File: config.mk
export PLATFORM = sky130hd
export DESIGN_NAME = spi_mem_bridge
export DESIGN_NICKNAME = d
export VERILOG_FILES = /design/src/rtl/spi_mem_pkg.sv /design/src/rtl/spi_edge_sync.sv /design/src/rtl/spi_mem_bridge.sv
export SDC_FILE = /design/constraint.sdc
export NUM_CORES = 1
export LEC_CHECK = 0
export ABC_AREA = 0
export BUFFER_PORTS_ARGS = -buffer_cell sky130_fd_sc_hd__buf_2
export CAP_MARGIN = 20
export CORE_MARGIN = 1
export CORE_UTILIZATION = 55
export CTS_CLUSTER_SIZE = 25
export DETAILED_ROUTE_END_ITERATION = 12
export GPL_TIMING_DRIVEN = 0
export PLACE_DENSITY = 0.76
export SETUP_SLACK_MARGIN = 0.15
export SYNTH_ARGS = -nofsm -noshare
export SYNTH_HDL_FRONTEND = slang
export SYNTH_HIERARCHICAL = 1
export SYNTH_SLANG_ARGS = --single-unit
File: constraint.sdc
create_clock -name clk -period 2.5 [get_ports clk]
set_input_delay 0.375 -clock clk [delete_from_list [all_inputs] [get_ports clk]]
set_output_delay 0.375 -clock clk [all_outputs]
set_load 0.005 [all_outputs]
File: src/rtl/spi_mem_pkg.sv
// spi_mem_pkg: mode encodings and master state type shared by the SPI memory bridge
package spi_mem_pkg;
  localparam logic [1:0] MODE_IDLE = 2'b00;
  localparam logic [1:0] MODE_HOST = 2'b01;
  localparam logic [1:0] MODE_MASTER = 2'b10;
  localparam logic [1:0] MODE_SLAVE = 2'b11;
  typedef enum logic [2:0] {M_IDLE, M_LOAD, M_LOW, M_HIGH, M_STORE, M_END} m_state_t;
endpackage

File: src/rtl/spi_edge_sync.sv
// spi_edge_sync: 2-FF synchroniser with one-cycle rise/fall pulses on the synchronised level
module spi_edge_sync #(
  parameter logic INIT = 1'b0
) (
  input  logic clk,
  input  logic rst,
  input  logic d,
  output logic rise,
  output logic fall
);
  logic [2:0] s;
  always_ff @(posedge clk) s <= rst ? {3{INIT}} : {s[1:0], d};
  assign rise = s[1] && !s[2];
  assign fall = !s[1] && s[2];
endmodule

File: src/rtl/spi_mem_bridge.sv
// spi_mem_bridge: DEPTH x DATA_W memory shared by a host port, a burst SPI master and an oversampled SPI slave
module spi_mem_bridge
  import spi_mem_pkg::*;
#(
  parameter int DATA_W = 8,
  parameter int ADDR_W = 3,
  parameter int CLK_DIV = 4,
  parameter bit MSB_FIRST = 1'b1
) (
  input  logic              clk,
  input  logic              rst,
  input  logic              enable,
  input  logic              strans,
  input  logic              read_write_,
  input  logic [ADDR_W-1:0] madd,
  input  logic [DATA_W-1:0] data,
  output logic [DATA_W-1:0] out,
  input  logic              m_go,
  input  logic [ADDR_W-1:0] m_base,
  input  logic [ADDR_W-1:0] m_len,
  output logic              busy,
  output logic              done,
  input  logic              miso,
  output logic              mosi,
  output logic              mclk,
  output logic              cs,
  input  logic              Mosi,
  input  logic              Mclk,
  input  logic              Cs,
  output logic              Miso,
  output logic              frame_err
);
  localparam int DEPTH = 2 ** ADDR_W;
  localparam int DW = $clog2(CLK_DIV);
  localparam int BW = $clog2(DATA_W + 1);
  localparam logic [DW-1:0] D_LAST = DW'(CLK_DIV - 1);
  localparam logic [BW-1:0] B_WORD = BW'(DATA_W);
  localparam logic [BW-1:0] B_LAST = BW'(DATA_W - 1);
  function automatic logic head(input logic [DATA_W-1:0] w);
    return MSB_FIRST ? w[DATA_W-1] : w[0];
  endfunction
  function automatic logic [DATA_W-1:0] shl(input logic [DATA_W-1:0] w, input logic b);
    return MSB_FIRST ? {w[DATA_W-2:0], b} : {b, w[DATA_W-1:1]};
  endfunction
  logic [DATA_W-1:0] mem [DEPTH];
  logic [1:0] mode;
  m_state_t st, nxt;
  logic [ADDR_W-1:0] addr, cnt, ptr;
  logic [DATA_W-1:0] tx, rx, stx, srx, s_rx;
  logic [DW-1:0] dcnt;
  logic [BW-1:0] bcnt, sbcnt;
  logic dlast, abort;
  logic sclk_rise, sclk_fall, cs_rise, cs_fall;
  logic [1:0] mosi_s;
  logic in_frame, s_start, s_stop, s_run, s_wr;
  assign mode = {strans, enable};
  assign dlast = dcnt == D_LAST;
  assign abort = mode != MODE_MASTER;
  always_ff @(posedge clk) st <= rst ? M_IDLE : nxt;
  always_comb begin
    nxt = st;
    case (st)
      M_IDLE: nxt = (m_go && !abort) ? M_LOAD : M_IDLE;
      M_LOAD: nxt = abort ? M_END : M_LOW;
      M_LOW: nxt = abort ? M_END : dlast ? M_HIGH : M_LOW;
      M_HIGH: nxt = abort ? M_END : !dlast ? M_HIGH : bcnt == B_WORD ? M_STORE : M_LOW;
      M_STORE: nxt = (abort || cnt == '0) ? M_END : M_LOAD;
      default: nxt = M_IDLE;
    endcase
  end
  always_comb begin
    busy = st != M_IDLE;
    done = st == M_END;
    cs = st == M_IDLE || st == M_END;
    mclk = st == M_HIGH;
    mosi = (st == M_LOW || st == M_HIGH) && head(tx);
  end
  always_ff @(posedge clk) begin
    if (st == M_IDLE && nxt == M_LOAD) begin
      addr <= m_base;
      cnt <= m_len;
    end
    if (st == M_LOAD) begin
      tx <= mem[addr];
      bcnt <= '0;
    end
    dcnt <= ((st == M_LOW || st == M_HIGH) && !dlast) ? dcnt + 1'b1 : '0;
    if (st == M_LOW && nxt == M_HIGH) begin
      rx <= shl(rx, miso);
      bcnt <= bcnt + 1'b1;
    end
    if (st == M_HIGH && nxt == M_LOW) tx <= shl(tx, 1'b0);
    if (st == M_STORE && !abort) begin
      addr <= addr + 1'b1;
      cnt <= cnt - 1'b1;
    end
  end
  spi_edge_sync #(.INIT(1'b0)) u_sclk (.clk(clk), .rst(rst), .d(Mclk), .rise(sclk_rise), .fall(sclk_fall));
  spi_edge_sync #(.INIT(1'b1)) u_cs (.clk(clk), .rst(rst), .d(Cs), .rise(cs_rise), .fall(cs_fall));
  always_ff @(posedge clk) mosi_s <= rst ? 2'b00 : {mosi_s[0], Mosi};
  assign s_stop = in_frame && (cs_rise || mode != MODE_SLAVE);
  assign s_start = !in_frame && cs_fall && mode == MODE_SLAVE;
  assign s_run = in_frame && !s_stop;
  assign s_rx = shl(srx, mosi_s[1]);
  assign s_wr = s_run && sclk_rise && sbcnt == B_LAST;
  assign Miso = in_frame && head(stx);
  always_ff @(posedge clk) begin
    if (rst) begin
      ptr <= '0;
      sbcnt <= '0;
      in_frame <= 1'b0;
      frame_err <= 1'b0;
    end else begin
      if (s_start) begin
        in_frame <= 1'b1;
        sbcnt <= '0;
        stx <= mem[ptr];
      end
      if (s_stop) begin
        in_frame <= 1'b0;
        sbcnt <= '0;
        if (sbcnt != '0) frame_err <= 1'b1;
      end
      if (s_run && sclk_rise) begin
        srx <= s_rx;
        sbcnt <= s_wr ? '0 : sbcnt + 1'b1;
      end
      if (s_run && sclk_fall && sbcnt != '0) stx <= shl(stx, 1'b0);
      if (s_wr) begin
        ptr <= ptr + 1'b1;
        stx <= mem[ptr + 1'b1];
      end
    end
  end
  always_ff @(posedge clk) begin
    if (mode == MODE_HOST && !read_write_) mem[madd] <= data;
    if (st == M_STORE && !abort) mem[addr] <= rx;
    if (s_wr) mem[ptr] <= s_rx;
  end
  always_ff @(posedge clk) out <= rst ? '0 : (mode == MODE_HOST && read_write_) ? mem[madd] : out;
endmodule

==> key figures, run 1 <==
Global route
  – Initial antenna violation count: 0
  – First-pass GRT wire length: 29700 um
  – Number of global-route vias before repair: about 5300
  – Remaining Overflow, GRT: 0
  – Global-route usage over all layers: 29.3%
  – Largest net degree at the start of global routing: 17

Synthesis
  – Synth top area share: a little over two fifths
  – EDFF count, synth: 104
  – Mapped Area: approximately 7400 um^2
  – Distinct cells, synth: 59
  – #FFs+latches synth: 141
  – Simple-Gate Fraction of Synth Area: approximately a tenth
  – Post-synthesis mux area share: 25.3%
  – Main combinational cell family by area after synthesis: multiplexers
  – Yosys warnings: 6
  – Synth Area in XOR/XNOR: less than 1%
  – Avg Cell Area, Syn: around 14 um^2
  – Syn_nets: 569
  – Syn Inst Count: 532
  – Compound-Gate Fraction of Synth Area: 6.96%
  – Area leader, netlist: edfxtp_1
  – Adder-Cell Fraction of Synth Area: 1.70%
  – Top_reg_cell synth: edfxtp_1
  – Sequential-to-total area share from yosys stat: 52.4%
  – Ys async rst share: 0%
  – Largest cells by area after synthesis: edfxtp_1, mux4_2, dfxtp_1

Setup path
  – Crit path top cell by count: buf_4
  – CP Launch Type: flip-flop
  – Worst Path Max Fanout: 10
  – Reg-to-reg startpoint: st[0]
  – Flop2flop setup slack: 110 ps
  – CP Class: flip-flop to flip-flop
  – Largest stage delay on the critical path: 360 ps
  – Worst path required time: 2640 ps
  – Reg-to-Reg End: mem[5][1]
  – Crit path cell chain: buf_4 -> nor4b_4 -> buf_4 -> buf_4 -> a21boi_0 -> o22a_2 -> nor4_4 -> buf_4
  – FF-to-FF path depth: 8
  – Setup crit end kind: flip-flop
  – Worst EP arrival: 2540 ps
  – Slowest-stage cell, CP: o22a_2

CTS
  – Clock Sink Count: 141
  – Reg clk slew, reported paths: 60 ps
  – CTS Buf Count: 17
  – Cell at the root of the clock tree: clkbuf_16
  – TritonCTS clock tree: done
  – Clk Latency, worst-skew pair: 440 ps
  – Clk buf depth: 2
  – # H-tree levels: 4

Floorplan
  – Ports: 42
  – Initial core utilization: 57.4%
  – Core Area: 12800 um^2
  – DIE AREA: 13900 um^2
  – Die width: 118 um
  – Die height: 118 um
  – Rows: 41

STA
  – Top achievable clock speed: 418 MHz
  – RSZ-0062 raised after global routing: true
  – Worst Skew: 9.60 ps
  – Final worst path period share: a little over nine tenths
  – Rel. slew slack: between 20% and 30%
  – TNS Setup: 0 ps
  – Minimum clock period after layout: 2390 ps
  – Slew Viols, Final: 0
  – Setup Viol. Count Final: 0
  – Final hold viol count: 0
  – Worst Tran Pin Value: around 1100 ps

Layout
  – Layout cells sized above 1: 35.1%
  – # nets final: 650
  – Area growth syn-to-layout: 20.0%
  – N_diodes: 0

Power and ir drop
  – Power per cell area: 630 nW/um^2
  – Total chip power: 5.57 mW
  – P_leak: 3.11 nW
  – Peak supply drop: between 400 and 500 uV

Route
  – TritonRoute pass-1 iters: 7
  – Final wirelength: 19400 um
  – ANT nets after route: 0
  – Vias per cell: 6.58
  – Wire per inst: 24.4 um
  – DRC violations left: 0
  – Detailed Route Iter0 Violations: ~550
  – Total number of vias: 5251

Run status
  – Outcome: finished, final reports clean

Placement
  – Routability Congestion: between 0.8 and 0.9
  – Buffers on Ports: 38
  – HPWL after detailed placement: ~13000 um

Min path
  – Hold path endpoint: rx[0]
  – Hold Path Depth: 1
  – Hold wc startpoint: miso
  – Hold crit path type: input pin to flip-flop

Flow run
  – Maxcap violations: 0
-- cell families after synthesis --
family | after synthesis
adders and majority gates | 10
and+or+nand+nor | 134
DFF | 141
AOI/OAI and AO/OA | 80
buffers and inverters | 48
xor gates and xnor gates | 6
muxes | 113
-- cell type report --
| class | count | area, um^2 |
|---|---|---|
| tap | 172 | 215 |
| buffer | 33 | 180 |
| fill | 876 | 3990 |
| clock buffer | 18 | 429 |
| clock inverter | 14 | 145 |
| multi-input combinational | 343 | 3550 |
| sequential | 141 | 3860 |
| inverter | 15 | 56.3 |
| timing repair buffer | 62 | 394 |
-- worst max path at each step --
stage,start,end
global route,st[2],mem[4][1]
CTS,sbcnt[1],mem[0][4]
floorplan,enable,mem[0][0]
detailed placement,enable,mem[2][0]
global placement,enable,mem[2][0]
finish,st[0],mem[5][1]
-- metrics by stage --
stage	area, um^2	setup WS, ps	hold WS (ps)	instances	util [%]
after floorplan	7420	58.2	385	532	-
after global placement	7820	-770	390	742	61.0
after detailed placement	7900	-544	417	751	61.6
after CTS	8710	85.5	109	793	67.9
after global routing	8840	-36.2	116	798	68.9
final	8840	108	115	798	68.9
-- power by group --
part           leakage [nW]  switching [mW]  internal [mW]
sequential             1.24          0.0361           2.58
combinational          1.59           0.292          0.206
clock                 0.274           0.994           1.46
total                  3.11            1.32           4.25
-- what timing repair did --
item | CTS | global route
gates cloned | 0 | 0
buffers inserted | 10 | 5
hold buffers | 0 | 0
resized for setup | 41 | 19
pin swaps | 9 | 6
endpoints found under the setup margin | 136 | 103
-- per-layer routing --
| metal | part of all wire [%] | vias to the layer above | routed length, um | global-route usage, % |
|---|---|---|---|---|
| met5 | 0 | - | 0 | 0 |
| met4 | 3.9 | 0 | 755 | 14.8 |
| met3 | 10 | 64 | 1960 | 7.75 |
| met2 | 48 | 313 | 9340 | 46.4 |
| met1 | 38 | 2601 | 7390 | 37.2 |
| li1 | - | 2273 | - | - |
-- Yosys cell counts (3+ instances only) --
cell type and count:
nand3_1 7, o21ai_0 31, a21oi_1 8, nor4_1 9
mux2i_1 48, o221a_2 3, inv_1 15, xnor2_1 3
buf_4 3, nor2_1 15, and3_1 4, o22ai_1 8
dfxtp_1 37, buf_1 3, clkbuf_1 13, o211ai_1 4
nand2b_1 4, mux4_2 58, buf_2 13, mux2_2 7
nand4b_1 3, nor2b_1 11, ha_1 10, o221ai_1 3
edfxtp_1 104, or2_1 3, and2_1 3, a31oi_1 7
nand2_1 55, and4b_1 3, a21boi_0 3
-- cells in the final DEF, fill, tap and decap left out, types with 3 or more instances in the layout --
| cell | count |
|---|---|
| a21oi_1 | 8 |
| a31oi_1 | 6 |
| and2_1 | 3 |
| and3_1 | 4 |
| buf_2 | 52 |
| buf_4 | 20 |
| buf_6 | 10 |
| clkbuf_1 | 11 |
| clkbuf_16 | 17 |
| clkinv_2 | 3 |
| clkinv_4 | 4 |
| clkinvlp_4 | 3 |
| dfxtp_1 | 37 |
| edfxtp_1 | 104 |
| ha_1 | 9 |
| inv_1 | 15 |
| mux2_2 | 7 |
| mux2i_1 | 48 |
| mux4_2 | 58 |
| nand2_1 | 54 |
| nand2b_1 | 4 |
| nand3_1 | 6 |
| nand4b_1 | 3 |
| nor2_1 | 14 |
| nor2b_1 | 9 |
| nor4_4 | 8 |
| o211ai_1 | 4 |
| o21ai_0 | 23 |
| o21ai_1 | 5 |
| o21ai_2 | 3 |
| o221a_2 | 3 |
| o221ai_1 | 3 |
| o22ai_1 | 4 |
| or2_1 | 3 |
| xnor2_1 | 3 |
-- state kept, by name (all words and copies together), names as in the netlist, 4 cells and up, named ones only --
| name | cells |
|---|---|
| srx | 7 |
| sbcnt | 4 |
| stx | 8 |
| out | 8 |
| mem | 64 |
| bcnt | 4 |
| rx | 8 |
| tx | 8 |
-- critical path, delay by kind of cell (launching register included) --
kind	cells	cell delay, ps
AO/OA/AOI/OAI	2	540
buffers and inverters	4	670
flip-flops	1	300
AND/OR/NAND/NOR	2	600
No activity file was read; power rests on OpenSTA's default activity.
==> run 2: changes to the inputs <==
Settings changed: PLACE_DENSITY 0.76 to 0.83.
==> run 2 against run 1 <==
Critical path depth is 2 lower. Setup slack worse by 4.4 ps. Die area stayed put. Global-route usage is 2.1 points higher. Combinational power is 7.4% higher. Clock skew is 1.3 ps higher. Power is 3.1% higher. Non-clock buffer count is 13 higher. Clock power is 5% higher. Sequential share of layout area is 0.73 points lower. Via count is 7.8% higher. Flip-flop and latch count stayed put.
==> key figures, run 2 (synthesis results as in run 1) <==
Route
  – Met2 routed WL: 10400 um (was 9340 um)
  – Met1 Wirelength: 7620 um (was 7390 um)
  – DRC violations left: 0 (unchanged)
  – Final wirelength: 21600 um (was 19400 um)
  – Detailed Route Iter0 Violations: 803 (was 545)
  – TritonRoute pass-1 iters: 5 (was 7)
  – Total number of vias: 5663 (was 5251)
  – Wire per inst: 26.7 um (was 24.4 um)
  – Highest metal used: met4 (unchanged)
  – Vias per cell: 6.98 (was 6.58)
  – ANT nets after route: 0 (unchanged)
  – WL met3: 2440 um (was 1960 um)

Setup path
  – Worst path required time: 2650 ps (was 2640 ps)
  – Critical path depth in cells: 6 (was 8)
  – Worst Path Max Fanout: 6 (was 10)
  – Setup crit end: mem[4][1] (was mem[5][1])
  – Reg-to-Reg End: mem[4][1] (was mem[5][1])
  – Largest stage delay on the critical path: 560 ps (was 360 ps)
  – Crit path cell chain: buf_6 -> or4b_4 -> o21ai_4 -> a31oi_4 -> nor4_4 -> buf_4 (was buf_4 -> nor4b_4 -> buf_4 -> buf_4 -> a21boi_0 -> o22a_2 -> nor4_4 -> buf_4)
  – Flop2flop setup slack: 100 ps (was 110 ps)
  – Buffers and inverters on the worst path: 2 (was 4)
  – FF-to-FF path depth: 6 (was 8)
  – Slowest-stage cell, CP: or4b_4 (was o22a_2)
  – CP Class: flip-flop to flip-flop (unchanged)
  – Setup crit end kind: flip-flop (unchanged)
  – Setup crit start: st[1] (was st[0])
  – CP top delay family: simple AND/OR/NAND/NOR gates (was buffers and inverters)
  – CP Launch Type: flip-flop (unchanged)
  – Reg-to-reg startpoint: st[1] (was st[0])
  – Worst EP arrival: 2540 ps (about the same)

CTS
  – Clk Latency, worst-skew pair: 440 ps (about the same)
  – TritonCTS clock tree: done (unchanged)
  – Clock Sink Count: 141 (unchanged)
  – Reg clk slew, reported paths: 60 ps (about the same)
  – Cell at the root of the clock tree: clkbuf_16 (unchanged)
  – # H-tree levels: 4 (unchanged)
  – Cts-stage hold buffer count: 0 (unchanged)
  – CTS Buf Count: 17 (unchanged)
  – Clk buf depth: 2 (unchanged)

Layout
  – FILL cells: 802 (was 876)
  – N_diodes: 0 (unchanged)
  – Post-Layout Cell Count: 811 (was 798)
  – Layout cells sized above 1: 36.6% (was 35.1%)
  – Final Instance Area: 9000 um^2 (was 8840 um^2)
  – Most frequent cells in the layout: edfxtp_1, mux4_2, nand2_1, buf_2, mux2i_1 (unchanged)
  – Fin util: 70.2% (was 68.9%)
  – # nets final: 663 (was 650)
  – Commonest non-fill, non-tap cell in the layout: edfxtp_1 (unchanged)
  – Top reg by flops: mem (unchanged)
  – Area growth syn-to-layout: 22.2% (was 20.0%)
  – Max reg flops: 64 (unchanged)

Global route
  – Largest net degree at the start of global routing: 17 (unchanged)
  – Remaining Overflow, GRT: 0 (unchanged)
  – Initial antenna violation count: 0 (unchanged)
  – Global-route usage over all layers: 31.3% (was 29.3%)
  – Number of global-route vias before repair: 5404 (was 5250)
  – First-pass GRT wire length: 31800 um (was 29700 um)

STA
  – Setup Viol. Count Final: 0 (unchanged)
  – Minimum clock period after layout: 2400 ps (was 2390 ps)
  – Final worst path period share: 95.8% (was 95.7%)
  – Top achievable clock speed: 417 MHz (was 418 MHz)
  – Final hold viol count: 0 (unchanged)
  – Worst Tran Pin Value: 928 ps (was 1100 ps)
  – Worst Skew: 10.9 ps (was 9.60 ps)
  – TNS Setup: 0 ps (unchanged)
  – Rel. slew slack: 38.1% (was 26.9%)
  – Slew Viols, Final: 0 (unchanged)
  – RSZ-0062 raised after global routing: true (unchanged)

Power and ir drop
  – Total chip power: 5.74 mW (was 5.57 mW)
  – P_leak: 3.21 nW (was 3.11 nW)
  – Power per cell area: 638 nW/um^2 (was 630 nW/um^2)
  – Peak supply drop: 523 uV (was 436 uV)

Floorplan
  – Rows: 41 (unchanged)
  – Die width: 118 um (unchanged)
  – Ports: 42 (unchanged)
  – Die height: 118 um (unchanged)
  – DIE AREA: 13900 um^2 (unchanged)
  – Initial core utilization: 57.4% (unchanged)
  – Core Area: 12800 um^2 (unchanged)

Placement
  – Buffers on Ports: 38 (unchanged)
  – Routability Congestion: 0.889 (was 0.891)
  – Placed Cells incl. Taps: 751 (unchanged)
  – Placed instance area: 7900 um^2 (unchanged)
  – HPWL after detailed placement: 13500 um (was 13300 um)

Flow run
  – Maxcap violations: 0 (unchanged)

Run status
  – Outcome: finished, final reports clean (unchanged)

Min path
  – Hold crit path type: input pin to flip-flop (unchanged)
-- run 2: changes by cell type in the layout (fill, tap and decap cells not counted), moves of 3 or more --
cell / change
dfxtp_2: +3
buf_4: +9
clkinv_1: +3
clkinv_4: -3
clkbuf_2: +3
clkinv_2: -3
buf_2: -3
buf_6: +3
dfxtp_1: -4
-- run 2: repair_timing --
| item | 4_1_cts | 5_1_grt |
|---|---|---|
| setup buffers | 9 | 19 |
| gates resized for setup | 41 | 36 |
| pin swaps | 11 | 9 |
| setup endpoints to repair | 133 | 140 |
-- run 2: layer usage --
metal  global-route usage (%)  vias up
li1                         -     2299
met1                     40.1     2788
met2                     50.8      470
met3                     7.61      106
met4                     13.8        0
met5                        0        -
-- run 2: cell type report --
cell class / count / area, um^2 / area share, %
flip-flops and latches: 141 / 3870 / 43.0
multi-input cells: 343 / 3560 / 39.6
repair buffers: 75 / 499 / 5.54
clock buffers: 20 / 457 / 5.07
well taps: 172 / 215 / 2.39
plain buffers: 33 / 199 / 2.21
clock inverters: 12 / 144 / 1.60
inverters: 15 / 56.3 / 0.625
-- run 2: per-stage QoR --
| step | setup slack (ps) | hold slack [ps] |
|---|---|---|
| finish | 104 | 112 |
| CTS | 127 | 115 |
| detailed placement | -503 | 401 |
| global route | 66.1 | 113 |
| floorplan | 58.2 | 385 |
| global placement | -735 | 391 |
-- run 2: where the power goes --
group / total (mW) / leakage, nW / switching, mW / internal (mW)
logic: 0.535 / 1.69 / 0.313 / 0.223
clock network: 2.59 / 0.278 / 0.985 / 1.61
registers: 2.62 / 1.24 / 0.0400 / 2.58
-- run 2: worst min-delay path by stage --
stage | startpoint | end | slack (ps) | cells past startpoint
after floorplan | u_cs/s[0] | u_cs/s[1] | 390 | 1
after global placement | u_cs/s[0] | u_cs/s[1] | 390 | 1
after detailed placement | u_cs/s[0] | u_cs/s[1] | 400 | 1
after CTS | miso | rx[0] | 120 | 1
after global routing | miso | rx[0] | 110 | 1
final | miso | rx[0] | 110 | 1
